## config.mk

```make
export PLATFORM = sky130hd
export DESIGN_NAME = multicycle_ctrl
export DESIGN_NICKNAME = d
export VERILOG_FILES = /design/src/rtl/multicycle_ctrl.sv
export SDC_FILE = /design/constraint.sdc
export NUM_CORES = 1
export LEC_CHECK = 0
export BUFFER_PORTS_ARGS = -buffer_cell sky130_fd_sc_hd__buf_4
export CAP_MARGIN = 5
export CORE_MARGIN = 5
export CORE_UTILIZATION = 35
export DETAILED_ROUTE_END_ITERATION = 16
export PLACE_DENSITY = 0.69
export RECOVER_POWER = 25
export SLEW_MARGIN = 5
export SYNTH_ARGS = -nofsm -noshare
export SYNTH_HDL_FRONTEND = slang
export SYNTH_SLANG_ARGS = --single-unit
```

## constraint.sdc

```tcl
create_clock -name clk -period 2.3 [get_ports clk]
set_input_delay 0 -clock clk [delete_from_list [all_inputs] [get_ports clk]]
set_output_delay 0 -clock clk [all_outputs]
set_load 0.01 [all_outputs]
```

## src/rtl/multicycle_ctrl.sv

```systemverilog
// Multi-cycle MIPS control FSM: IF/ID/EX/MEM/WB sequencing with decode-driven datapath controls.
// Optional CTRL_PERF_CNT_EN adds cycle_cnt/instr_cnt performance counters.
module multicycle_ctrl (
  input  logic        clk,
  input  logic        rst,
  input  logic [5:0]  opcode,
  input  logic [5:0]  funct,
  input  logic        zero,
  output logic        pc_write,
  output logic [1:0]  pc_src,
  output logic        ir_write,
  output logic        rf_write,
  output logic        reg_dst,
  output logic        mem_to_reg,
  output logic        dm_read,
  output logic        dm_write,
  output logic        alu_src_a,
  output logic [1:0]  alu_src_b,
  output logic [3:0]  alu_ctrl,
  output logic [2:0]  state,
  output logic        instr_done,
  output logic        illegal
`ifdef CTRL_PERF_CNT_EN
  ,
  output logic [31:0] cycle_cnt,
  output logic [31:0] instr_cnt
`endif
);

  localparam int unsigned CNT_W = 32;

  localparam logic [5:0] OP_RTYPE = 6'h00;
  localparam logic [5:0] OP_LW    = 6'h23;
  localparam logic [5:0] OP_SW    = 6'h2B;
  localparam logic [5:0] OP_BEQ   = 6'h04;
  localparam logic [5:0] OP_ADDI  = 6'h08;
  localparam logic [5:0] OP_J     = 6'h02;

  localparam logic [3:0] ALU_AND = 4'b0000;
  localparam logic [3:0] ALU_OR  = 4'b0001;
  localparam logic [3:0] ALU_ADD = 4'b0010;
  localparam logic [3:0] ALU_SUB = 4'b0110;
  localparam logic [3:0] ALU_SLT = 4'b0111;
  localparam logic [3:0] ALU_NOR = 4'b1100;

  typedef enum logic [2:0] {
    S_IF  = 3'd0,
    S_ID  = 3'd1,
    S_EX  = 3'd2,
    S_MEM = 3'd3,
    S_WB  = 3'd4
  } state_e;

  state_e state_q, state_d;

  logic       is_rtype, is_lw, is_sw, is_beq, is_addi, is_j;
  logic       r_legal, op_legal;
  logic [3:0] r_alu;

  // Instruction decode from the IR fields
  always_comb begin
    is_rtype = (opcode == OP_RTYPE);
    is_lw    = (opcode == OP_LW);
    is_sw    = (opcode == OP_SW);
    is_beq   = (opcode == OP_BEQ);
    is_addi  = (opcode == OP_ADDI);
    is_j     = (opcode == OP_J);
    r_legal  = 1'b1;
    case (funct)
      6'h20:   r_alu = ALU_ADD;
      6'h22:   r_alu = ALU_SUB;
      6'h24:   r_alu = ALU_AND;
      6'h25:   r_alu = ALU_OR;
      6'h27:   r_alu = ALU_NOR;
      6'h2A:   r_alu = ALU_SLT;
      default: begin
        r_alu   = 4'b0000;
        r_legal = 1'b0;
      end
    endcase
    op_legal = (is_rtype && r_legal) || is_lw || is_sw || is_beq || is_addi || is_j;
  end

  // Next state and per-state controls; reset forces every output low
  always_comb begin
    state_d    = S_IF;
    pc_write   = 1'b0;
    pc_src     = 2'b00;
    ir_write   = 1'b0;
    rf_write   = 1'b0;
    reg_dst    = 1'b0;
    mem_to_reg = 1'b0;
    dm_read    = 1'b0;
    dm_write   = 1'b0;
    alu_src_a  = 1'b0;
    alu_src_b  = 2'b00;
    alu_ctrl   = 4'b0000;
    instr_done = 1'b0;
    illegal    = 1'b0;
    state      = 3'(state_q);

    case (state_q)
      S_IF: begin
        ir_write  = 1'b1;
        pc_write  = 1'b1;
        alu_src_b = 2'b01;
        alu_ctrl  = ALU_ADD;
        state_d   = S_ID;
      end
      S_ID: begin
        alu_src_b = 2'b11;
        alu_ctrl  = ALU_ADD;
        if (!op_legal) begin
          illegal    = 1'b1;
          instr_done = 1'b1;
        end else if (is_j) begin
          pc_write   = 1'b1;
          pc_src     = 2'b10;
          instr_done = 1'b1;
        end else begin
          state_d = S_EX;
        end
      end
      S_EX: begin
        alu_src_a = 1'b1;
        if (is_rtype) begin
          alu_ctrl = r_alu;
          state_d  = S_WB;
        end else if (is_lw || is_sw || is_addi) begin
          alu_src_b = 2'b10;
          alu_ctrl  = ALU_ADD;
          state_d   = is_addi ? S_WB : S_MEM;
        end else if (is_beq) begin
          alu_ctrl   = ALU_SUB;
          pc_src     = 2'b01;
          pc_write   = zero;
          instr_done = 1'b1;
        end else begin
          alu_src_a = 1'b0;
        end
      end
      S_MEM: begin
        if (is_lw) begin
          dm_read = 1'b1;
          state_d = S_WB;
        end else if (is_sw) begin
          dm_write   = 1'b1;
          instr_done = 1'b1;
        end
      end
      S_WB: begin
        rf_write   = 1'b1;
        instr_done = 1'b1;
        reg_dst    = is_rtype;
        mem_to_reg = is_lw;
      end
      default: state_d = S_IF;
    endcase

    if (rst) begin
      pc_write   = 1'b0;
      pc_src     = 2'b00;
      ir_write   = 1'b0;
      rf_write   = 1'b0;
      reg_dst    = 1'b0;
      mem_to_reg = 1'b0;
      dm_read    = 1'b0;
      dm_write   = 1'b0;
      alu_src_a  = 1'b0;
      alu_src_b  = 2'b00;
      alu_ctrl   = 4'b0000;
      instr_done = 1'b0;
      illegal    = 1'b0;
      state      = 3'd0;
    end
  end

  always_ff @(posedge clk) begin
    if (rst) state_q <= S_IF;
    else     state_q <= state_d;
  end

`ifdef CTRL_PERF_CNT_EN
  logic [CNT_W-1:0] cycle_cnt_q, cycle_cnt_d;
  logic [CNT_W-1:0] instr_cnt_q, instr_cnt_d;

  // Free-running counters, wrapping naturally at 2^32
  always_comb begin
    cycle_cnt_d = cycle_cnt_q + CNT_W'(1);
    instr_cnt_d = instr_cnt_q + CNT_W'(instr_done);
  end

  always_ff @(posedge clk) begin
    if (rst) begin
      cycle_cnt_q <= '0;
      instr_cnt_q <= '0;
    end else begin
      cycle_cnt_q <= cycle_cnt_d;
      instr_cnt_q <= instr_cnt_d;
    end
  end

  assign cycle_cnt = cycle_cnt_q;
  assign instr_cnt = instr_cnt_q;
`endif

endmodule
```

==> results of run 1 <==
## metal layers
layer,vias to the layer above,global-route usage (%),share of wire [%]
met5,-,0,0
met4,0,1.35,0.87
met3,2,7.03,8.3
met2,30,21.5,46
met1,360,18.4,44
li1,382,-,-
## final cells by class
type / count / area, um^2
Clock buffer: 4 / 26.3
Fill cell: 154 / 661
Inverter: 2 / 7.51
Multi-Input combinational cell: 71 / 447
Sequential cell: 3 / 61.3
Tap cell: 16 / 20.0
Timing Repair Buffer: 37 / 267
## through the flow
| step | total power, mW | hold WS [ns] | utilization [%] | setup WS, ns | instances |
|---|---|---|---|---|---|
| 4_1_cts | 0.247 | 0.167 | 56.3 | 0.153 | 133 |
| 6_report | 0.242 | 0.177 | 55.6 | 0.255 | 133 |
| 5_1_grt | 0.264 | 0.203 | 55.6 | 0.0776 | 133 |
| 3_3_place_gp | 0.146 | 0.288 | 54.5 | 0.343 | 129 |
| 2_1_floorplan | 0.0999 | 0.0429 | - | 0.453 | 82 |
| 3_5_place_dp | 0.148 | 0.293 | 54.5 | 0.344 | 129 |
## how the worst max path moves through the flow
stage / startpoint / end / slack (ns) / depth (start not counted)
final: state_q[2]$_SDFF_PP0_ / alu_ctrl[2] / 0.26 / 5
after floorplan: opcode[1] / pc_write / 0.45 / 5
after global placement: opcode[1] / pc_write / 0.34 / 6
after detailed placement: opcode[1] / pc_write / 0.34 / 6
after global routing: state_q[2]$_SDFF_PP0_ / alu_ctrl[2] / 0.08 / 5
after CTS: state_q[1]$_SDFF_PP0_ / alu_ctrl[2] / 0.15 / 5
## synth_stat cells, drive strengths merged
library cell | instances | area share (%)
nand3 | 2 | 1.9
nor3 | 6 | 5.6
o22ai | 2 | 2.3
nand4 | 2 | 2.3
and3 | 2 | 2.3
or4b | 2 | 4.4
o32ai | 1 | 1.6
a22oi | 2 | 2.8
a221oi | 1 | 2.8
mux2i | 1 | 1.9
nand2b | 2 | 2.3
buf | 1 | 0.93
o21ai | 1 | 0.93
a211o | 1 | 1.6
a31o | 1 | 1.6
or2 | 2 | 2.3
or3 | 2 | 2.3
inv | 2 | 1.4
and2 | 1 | 1.2
nor4b | 2 | 3.3
nor3b | 1 | 1.4
and3b | 2 | 3.3
and4 | 1 | 1.6
a21oi | 3 | 2.8
clkbuf | 5 | 3.5
dfxtp | 3 | 11
nor2 | 14 | 9.8
nand2 | 5 | 3.5
or4 | 1 | 1.4
nand3b | 1 | 1.4
or3b | 2 | 3.7
nor4 | 1 | 1.2
nor2b | 3 | 3.5
a211oi | 1 | 1.4
o32a | 1 | 1.9
a31oi | 1 | 1.2
a311oi | 1 | 1.6
## worst max-delay path: stages, from the launching register on
cell and delay [ns]:
dfxtp_1 0.37, or4b_2 0.73, nor3_1 0.27, nand3_1 0.13, o22ai_1 0.15, buf_4 0.15
## cell families (layout without fill, tap and decap cells)
logic type,after synthesis,count (layout),synth area share [%]
buf+inv,8,43,5.81
mux,1,1,1.86
simple gates,54,54,58.6
compound gates,16,16,22.6
flops,3,3,11.2
## timing repair
| item | in CTS | in global routing |
|---|---|---|
| buffers inserted | 0 | 0 |
| endpoints found under the setup margin | 0 | 1 |
| resized for setup | 0 | 1 |
| hold buffers | 0 | 0 |
## where the power goes
part	internal [mW]	total [mW]	switching [mW]
Clock	0.0652	0.0967	0.0314
Sequential	0.0538	0.0549	0.00104
Combinational	0.0449	0.0907	0.0458
==> qor.yml, run 1 <==
outcome: "finished, final reports clean"
skew_ns: 0.00991
largest-register: "state_q"
synth_seq_cells: 3
ff2ff_setup_slack_ns: 0.91
grt_max_degree: 17
min_path_cells: 4
dp_hpwl_um: 1370
fmax_ghz: 0.489
dpl_cell_area_um2: 812
rsz0062_at_grt: "no"
setup-tns-final_ns: 0
clock_sinks: 3
synth_area_um2: 538
r2r-end: "state_q[1]$_SDFF_PP0_"
grt_pass1_vias: 663
yosys_warnings: 0
tightest_slew_ns: 0.638
fp-row-count: 14
synthDistinctLibCells: 39
min_path_type: "primary input to register"
die_w_um: 49.2
cts_htree_levels: 1
p_leak_nw: 0.352
root_buffer: "clkbuf_4"
endpoint_kind: "primary output"
cts_tree: "yes"
clk_latency_ns: 0.24
dr.pass1.iters: 4
vdd_drop_max_v: 0.000346
maxCapViolCount: 0
wl_per_cell_um: 13.0
gp_congestion: 0.851
gr-total-overflow: 0
whs_endpoint: "state_q[2]$_SDFF_PP0_"
min_period_ns: 2.04
hold_viol_final: 0
io_pins: 36
syn_area_per_cell_um2: 6.56
yosysSeqAreaShare_pct: 11.2
finalWirelength_um: 1730
ant_nets: 0
max-slew-margin-rel_pct: 57.5
initial_core_util_pct: 36.1
final_common_cell: "buf_4"
drc: 0
area_growth_pct: 54.0
coreArea_um2: 1490
fin_area_um2: 828
cts_buffers: 3
finalSetupViolCount: 0
syn_nets: 97
drt-initial-drc-count: 8
final_net_count: 133
syn_inst: 82
crit_fanout: 8
diodes: 0
antenna_found_initial: 0
arrival_ns: 2.04
startpoint_type: "register"
crit-reg2reg-launch: "state_q[2]$_SDFF_PP0_"
grt_pass1_wl_um: 2860
p_per_area_nw_per_um2: 293
maxSlewViolCount: 0
chipHeight_um: 49.2
final_cell_mix: "buf_4 (34), nor2_1 (14), nor3_1 (6)"
largest_registers: "state_q: 3 flops"
grt_use_total_pct: 14.1
clk_pin_slew_ns: 0.04
period_share_pct: 88.9
largest_reg_flops: 3
crit_required_ns: 2.30
drive_gt1_share_pct: 38.5
critPathKind: "register to primary output"
reg2reg_depth: 2
io_buffers: 35
vias_per_cell: 5.82
cts.path.max_buffers: 2
dieArea_um2: 2420
vias: 774
min-delay-start: "opcode[2]"
(Power assumes the default switching activity.)
==> run 2: changes to the inputs <==
==> constraint.sdc (replaced) <==
create_clock -name clk -period 2.3 [get_ports clk]
set_input_delay 0.23 -clock clk [delete_from_list [all_inputs] [get_ports clk]]
set_output_delay 0.23 -clock clk [all_outputs]
set_load 0.01 [all_outputs]
==> qor.yml, run 2 (synthesis results as in run 1) <==
ant_nets: 0  # unchanged
vdd_drop_max_v: 0.000350  # +1.1%
crit_fanout: 2  # -6
wl_per_cell_um: 13.4  # +3.6%
hold_buffers: 0  # unchanged
grt_max_degree: 17  # unchanged
final_common_cell: "buf_4"
fp-row-count: 14  # unchanged
grt_use_total_pct: 15.7  # +1.5 points
largest_reg_flops: 3  # unchanged
arrival_ns: 2.14  # +0.10 ns
drive_gt1_share_pct: 43.1  # +4.6 points
crit_cells: 6  # +1
reg2reg_depth: 4  # +2
fmax_ghz: 0.421  # -14%
gr-total-overflow: 0  # unchanged
place_ws_ns: -0.116  # -0.460 ns
cts_buffers: 3  # unchanged
r2r-end: "state_q[2]$_SDFF_PP0_"
final_cell_mix: "buf_4 (38), nor2_1 (14), nand2_1 (5), nor3_1 (5), clkbuf_4 (4)"
setup_ws_ns: -0.0726  # -0.328 ns
coreArea_um2: 1490  # unchanged
drc: 0  # unchanged
cpPeakStageDelay_ns: 0.53  # -0.20 ns
clk_latency_ns: 0.24  # about the same
drt-initial-drc-count: 8  # unchanged
gp_congestion: 0.738  # -13%
outcome: "complete, but fails checks"
cts_resized: 3  # +3
clk_pin_slew_ns: 0.03  # about the same
clock_sinks: 3  # unchanged
ff2ff_setup_slack_ns: 0.96  # +0.05 ns
crit_required_ns: 2.07  # -0.23 ns
fillers: 134  # -13%
grt_pass1_wl_um: 3020  # +5.6%
cp-endpoint: "pc_write"
antenna_found_initial: 0  # unchanged
io_buffers: 35  # unchanged
critPathKind: "primary input to primary output"
finalSetupViolCount: 1  # +1
violations: "negative setup slack"
maxSlewViolCount: 0  # unchanged
crit_start: "opcode[1]"
cts_htree_levels: 1  # unchanged
multi_input_area_um2: 470  # +5.3%
vias: 800  # +3.4%
root_buffer: "clkbuf_4"
crit-reg2reg-launch: "state_q[0]$_SDFF_PP0_"
diodes: 0  # unchanged
path_delay_family: "simple AND/OR/NAND/NOR gates"
period_share_pct: 103  # +14 points
cp_slowest_cell: "or4_4"
cts_tree: "yes"
min_path_type: "primary input to register"
dr.pass1.iters: 4  # unchanged
cp_num_buf_inv: 2  # +1
cts.path.max_buffers: 2  # unchanged
min_period_ns: 2.37  # +0.328 ns
seqCellArea_um2: 60.1  # -2.0%
largest-register: "state_q"
cp_cell_sequence: "buf_6 > or4_4 > or3b_4 > or4b_4 > a221oi_4 > buf_4"
cts_setup_buffers: 0  # unchanged
endpoint_kind: "primary output"
vias_per_cell: 5.76  # -1.1%
dp_hpwl_um: 1490  # +8.3%
p_leak_nw: 0.392  # +11%
utilization_pct: 60.9  # +5.3 points
skew_ns: 0.00553  # -0.00438 ns
final_net_count: 139  # +4.5%
tightest_slew_ns: 0.699  # +0.0616 ns
hold_viol_final: 0  # unchanged
max-slew-margin-rel_pct: 53.4  # -4.1 points
grt_pass1_vias: 725  # +9.4%
rsz0062_at_grt: "yes"
die_w_um: 49.2  # unchanged
total_power_uw: 251  # +3.6%
io_pins: 36  # unchanged
chipHeight_um: 49.2  # unchanged
area_growth_pct: 68.6
maxCapViolCount: 0  # unchanged
largest_registers: "state_q: 3 flops"
dieArea_um2: 2420  # unchanged
finalWirelength_um: 1870  # +8.2%
initial_core_util_pct: 36.1  # unchanged
p_per_area_nw_per_um2: 277  # -5.4%
startpoint_type: "primary input"
run 2: final cells by class:
type	count	area share [%]
Clock buffer	4	2.90
Inverter	2	0.828
Multi-Input combinational cell	71	51.9
Sequential cell	3	6.62
Tap cell	16	2.21
Timing Repair Buffer	43	35.6
run 2: worst min-delay path: stages:
cell and delay, ns:
buf_4 0.12, or4b_4 0.16, o22ai_1 0.08
run 2: layer usage:
layer	global-route usage [%]	up-vias	wire (um)
met4	5.38	0	11
met5	0	-	0
met2	24.5	33	925
li1	-	391	-
met1	18.8	373	793
met3	6.73	3	137
run 2: how the worst min path moves through the flow:
stage          slack (ns)             startpoint               endpoint  depth (start not counted)
2_1_floorplan        0.50              opcode[4]  state_q[2]$_SDFF_PP0_                          3
3_3_place_gp         0.61  state_q[1]$_SDFF_PP0_  state_q[0]$_SDFF_PP0_                          2
3_5_place_dp         0.61  state_q[1]$_SDFF_PP0_  state_q[0]$_SDFF_PP0_                          2
4_1_cts              0.42              opcode[2]  state_q[2]$_SDFF_PP0_                          4
5_1_grt              0.41                    rst  state_q[1]$_SDFF_PP0_                          3
6_report             0.41                    rst  state_q[1]$_SDFF_PP0_                          3
run 2: power by group:
group / switching [mW] / total, mW / internal, mW
Clock: 0.0294 / 0.0944 / 0.0651
Combinational: 0.0498 / 0.102 / 0.0521
Sequential: 0.000718 / 0.0546 / 0.0539
run 2: per-stage QoR:
step / area, um^2 / cells / hold WS (ns) / TNS (ns)
floorplan: 549 / 82 / 0.498 / 0
global placement: 868 / 135 / 0.607 / -0.121
detailed placement: 868 / 135 / 0.615 / -0.116
CTS: 906 / 139 / 0.421 / -0.0795
global route: 907 / 139 / 0.415 / -0.142
finish: 907 / 139 / 0.409 / -0.0726
==> run 3: changes to the inputs <==
--- a/config.mk
+++ b/config.mk
@@ -5,12 +5,13 @@
 export SDC_FILE = /design/constraint.sdc
 export NUM_CORES = 1
 export LEC_CHECK = 0
+export ABC_AREA = 1
 export BUFFER_PORTS_ARGS = -buffer_cell sky130_fd_sc_hd__buf_4
 export CAP_MARGIN = 5
 export CORE_MARGIN = 5
 export CORE_UTILIZATION = 35
 export DETAILED_ROUTE_END_ITERATION = 16
-export PLACE_DENSITY = 0.69
+export PLACE_DENSITY = 0.66
 export RECOVER_POWER = 25
 export SLEW_MARGIN = 5
 export SYNTH_ARGS = -nofsm -noshare
==> qor.yml, run 3 <==
outcome: "finished, final reports clean"
max-slew-margin-rel_pct: 78.3  # +25 points
chipHeight_um: 52.7  # +7.0%
initial_core_util_pct: 36.9  # +0.75 points
syn_nets: 124  # +28%
synth_area_um2: 637  # +18%
period_share_pct: 79.9  # -23 points
clk_latency_ns: 0.24  # about the same
grt_pass1_vias: 755  # +4.1%
cts_buffers: 3  # unchanged
synth_seq_cells: 3  # unchanged
coreArea_um2: 1730  # +16%
endpoint_kind: "primary output"
grt_max_degree: 23  # +6
hold_buffers: 0  # unchanged
grt_pass1_wl_um: 2970  # -1.6%
cts.path.max_buffers: 2  # unchanged
final_net_count: 162  # +17%
clk_pin_slew_ns: 0.04  # about the same
syn_area_per_cell_um2: 5.84  # -11%
root_buffer: "clkbuf_4"
largest_reg_flops: 3  # unchanged
diodes: 0  # unchanged
swShare_pct: 35.2  # +3.3 points
crit_required_ns: 2.07  # about the same
synthDistinctLibCells: 25  # -36%
wl_per_cell_um: 10.4  # -23%
synth_top_area_share_pct: 11.8  # +0.63 points
area_growth_pct: 47.3
yosys_warnings: 0  # unchanged
hold_viol_final: 0  # unchanged
synthAdderAreaFrac_pct: 0  # unchanged
setup-tns-final_ns: 0  # +0.0726 ns
ant_nets: 0  # unchanged
vdd_drop_max_v: 0.000186  # -47%
crit_fanout: 5  # +3
internal_power_uw: 158  # -7.7%
p_leak_nw: 0.504  # +29%
maxSlewViolCount: 0  # unchanged
synth_mux_area_share_pct: 0  # -1.9 points
cts_resized: 0  # -3
drc: 0  # unchanged
drt-initial-drc-count: 6  # -2
largest-register: "state_q"
io_buffers: 35  # unchanged
drive_gt1_share_pct: 42.5  # -0.62 points
yosys-top-cells-area: "nor2_1 (12%), inv_1 (10%), dfxtp_1 (9.4%)"
maxCapViolCount: 0  # unchanged
cts_htree_levels: 1  # unchanged
skew_ns: 0.000177  # -0.00535 ns
synth_xor_area_share_pct: 0  # unchanged
cts_tree: "yes"
synth_edf_count: 0  # unchanged
clock_sinks: 3  # unchanged
antenna_found_initial: 0  # unchanged
yosysSeqAreaShare_pct: 9.43  # -1.7 points
die_w_um: 52.7  # +7.0%
startpoint_type: "register"
pwr-share-clk_pct: 40.2  # +2.6 points
gr-total-overflow: 0  # unchanged
p_per_area_nw_per_um2: 260  # -6.2%
arrival_ns: 1.61  # -0.53 ns
power_frac_seq_pct: 23.0  # +1.2 points
synth_most_common_cell: "nor2_1"
min_path_type: "primary input to register"
synth_top_cell_by_area: "nor2_1"
synth-compound-area-share_pct: 13.2  # -9.4 points
combPwrFrac_pct: 36.8  # -3.8 points
synth_top_family_by_area: "simple AND/OR/NAND/NOR gates"
finalSetupViolCount: 0  # -1
hold_slack_ns: 0.322  # -0.0861 ns
vias: 803  # +0.38%
power.net_switching_uw: 85.6  # +7.2%
gp_congestion: 0.849  # +15%
synthTopCellsByCount: "nor2_1 (20), inv_1 (17), nand2_1 (12)"
dieArea_um2: 2770  # +15%
synthSimpleGateAreaFrac_pct: 62.7  # +4.1 points
dr.pass1.iters: 2  # -2
vias_per_cell: 4.70  # -18%
dp_hpwl_um: 1580  # +6.6%
fp-row-count: 15  # +1
rsz0062_at_grt: "no"
ys_async_sr_fraction_pct: 0  # unchanged
synth_top_flop_cell: "dfxtp_1"
fillers: 197  # +47%
fmax_ghz: 0.544  # +29%
tightest_slew_ns: 0.323  # -0.376 ns
io_pins: 36  # unchanged
final_cell_mix: "buf_4 (32), nor2_1 (20), inv_1 (19)"
finalWirelength_um: 1780  # -4.7%
critPathKind: "register to primary output"
syn_inst: 109  # +33%
utilization_pct: 54.3  # -6.6 points
largest_registers: "state_q: 3 flops"
final_common_cell: "buf_4"
min_period_ns: 1.84  # -0.535 ns
grt_use_total_pct: 14.1  # -1.5 points
reg2reg_depth: 6  # +2
cts_setup_buffers: 0  # unchanged
min_path_cells: 2  # -1
-- run 3: changes by cell type after synthesis, moves of 3 or more --
| cell | delta |
|---|---|
| inv_1 | +15 |
| nand3_1 | +8 |
| nand2_1 | +7 |
| inv_2 | +6 |
| nand2_2 | +6 |
| nor2_1 | +6 |
| a21oi_2 | +3 |
| clkbuf_1 | -3 |
| nor2_2 | +3 |
| nor2b_1 | -3 |
-- run 3: layout make-up --
cell class | instances | area (um^2) | share of cell area [%]
clock buffer | 4 | 26.3 | 2.80
inverter | 23 | 86.3 | 9.20
multi-input combinational | 81 | 483 | 51.5
sequential | 3 | 60.1 | 6.40
tap | 25 | 31.3 | 3.33
timing repair buffer | 35 | 251 | 26.8
-- run 3: cells by family (layout without fill, tap and decap cells) --
logic type / Yosys count / in the layout
AND/OR/NAND/NOR: 69 / 69
buffers and inverters: 25 / 62
AO/OA/AOI/OAI: 12 / 12
flip-flops: 3 / 3
-- run 3: power groups by stage --
stage                     Combinational [mW]  Clock [mW]  Sequential [mW]
final                                 0.0896      0.0979           0.0561
after global routing                  0.0995       0.106           0.0562
after CTS                             0.0914       0.101           0.0562
after detailed placement              0.0914           0           0.0568
after global placement                0.0902           0           0.0570
after floorplan                       0.0471           0           0.0565
-- run 3: final timing paths --
| kind | slack, ns | end | start |
|---|---|---|---|
| worst max-delay path | 0.46 | alu_ctrl[1] | state_q[1]$_SDFF_PP0_ |
| worst min-delay path | 0.32 | state_q[1]$_SDFF_PP0_ | rst |
| worst max register to register | 1.18 | state_q[2]$_SDFF_PP0_ | state_q[1]$_SDFF_PP0_ |
| worst min register to register | 0.62 | state_q[1]$_SDFF_PP0_ | state_q[1]$_SDFF_PP0_ |
-- run 3: per-stage QoR --
step	instances	worst slack (ns)	cell area [um^2]	power, mW
global placement	167	0.706	923	0.147
CTS	171	0.492	950	0.248
global route	171	0.347	938	0.261
detailed placement	167	0.740	923	0.148
finish	171	0.463	938	0.244
floorplan	109	0.910	637	0.104
-- run 3: worst max-delay path, cell delays in order, from the launching register on --
cell and delay [ns]:
dfxtp_1 0.37, inv_1 0.11, nor3_4 0.25, nand2_2 0.07
inv_1 0.10, nand2_4 0.07, nand3_2 0.08, nand2_1 0.07
a21oi_2 0.11, buf_4 0.13
-- run 3: routing by layer --
metal  vias to the layer above  GRT usage (%)  wire, um  part of all wire (%)
li1                        423              -         -                     -
met1                       355           15.4       755                    42
met2                        23           26.2       910                    51
met3                         2           3.70       101                   5.7
met4                         0           3.83        12                  0.67
met5                         -              0         0                     0
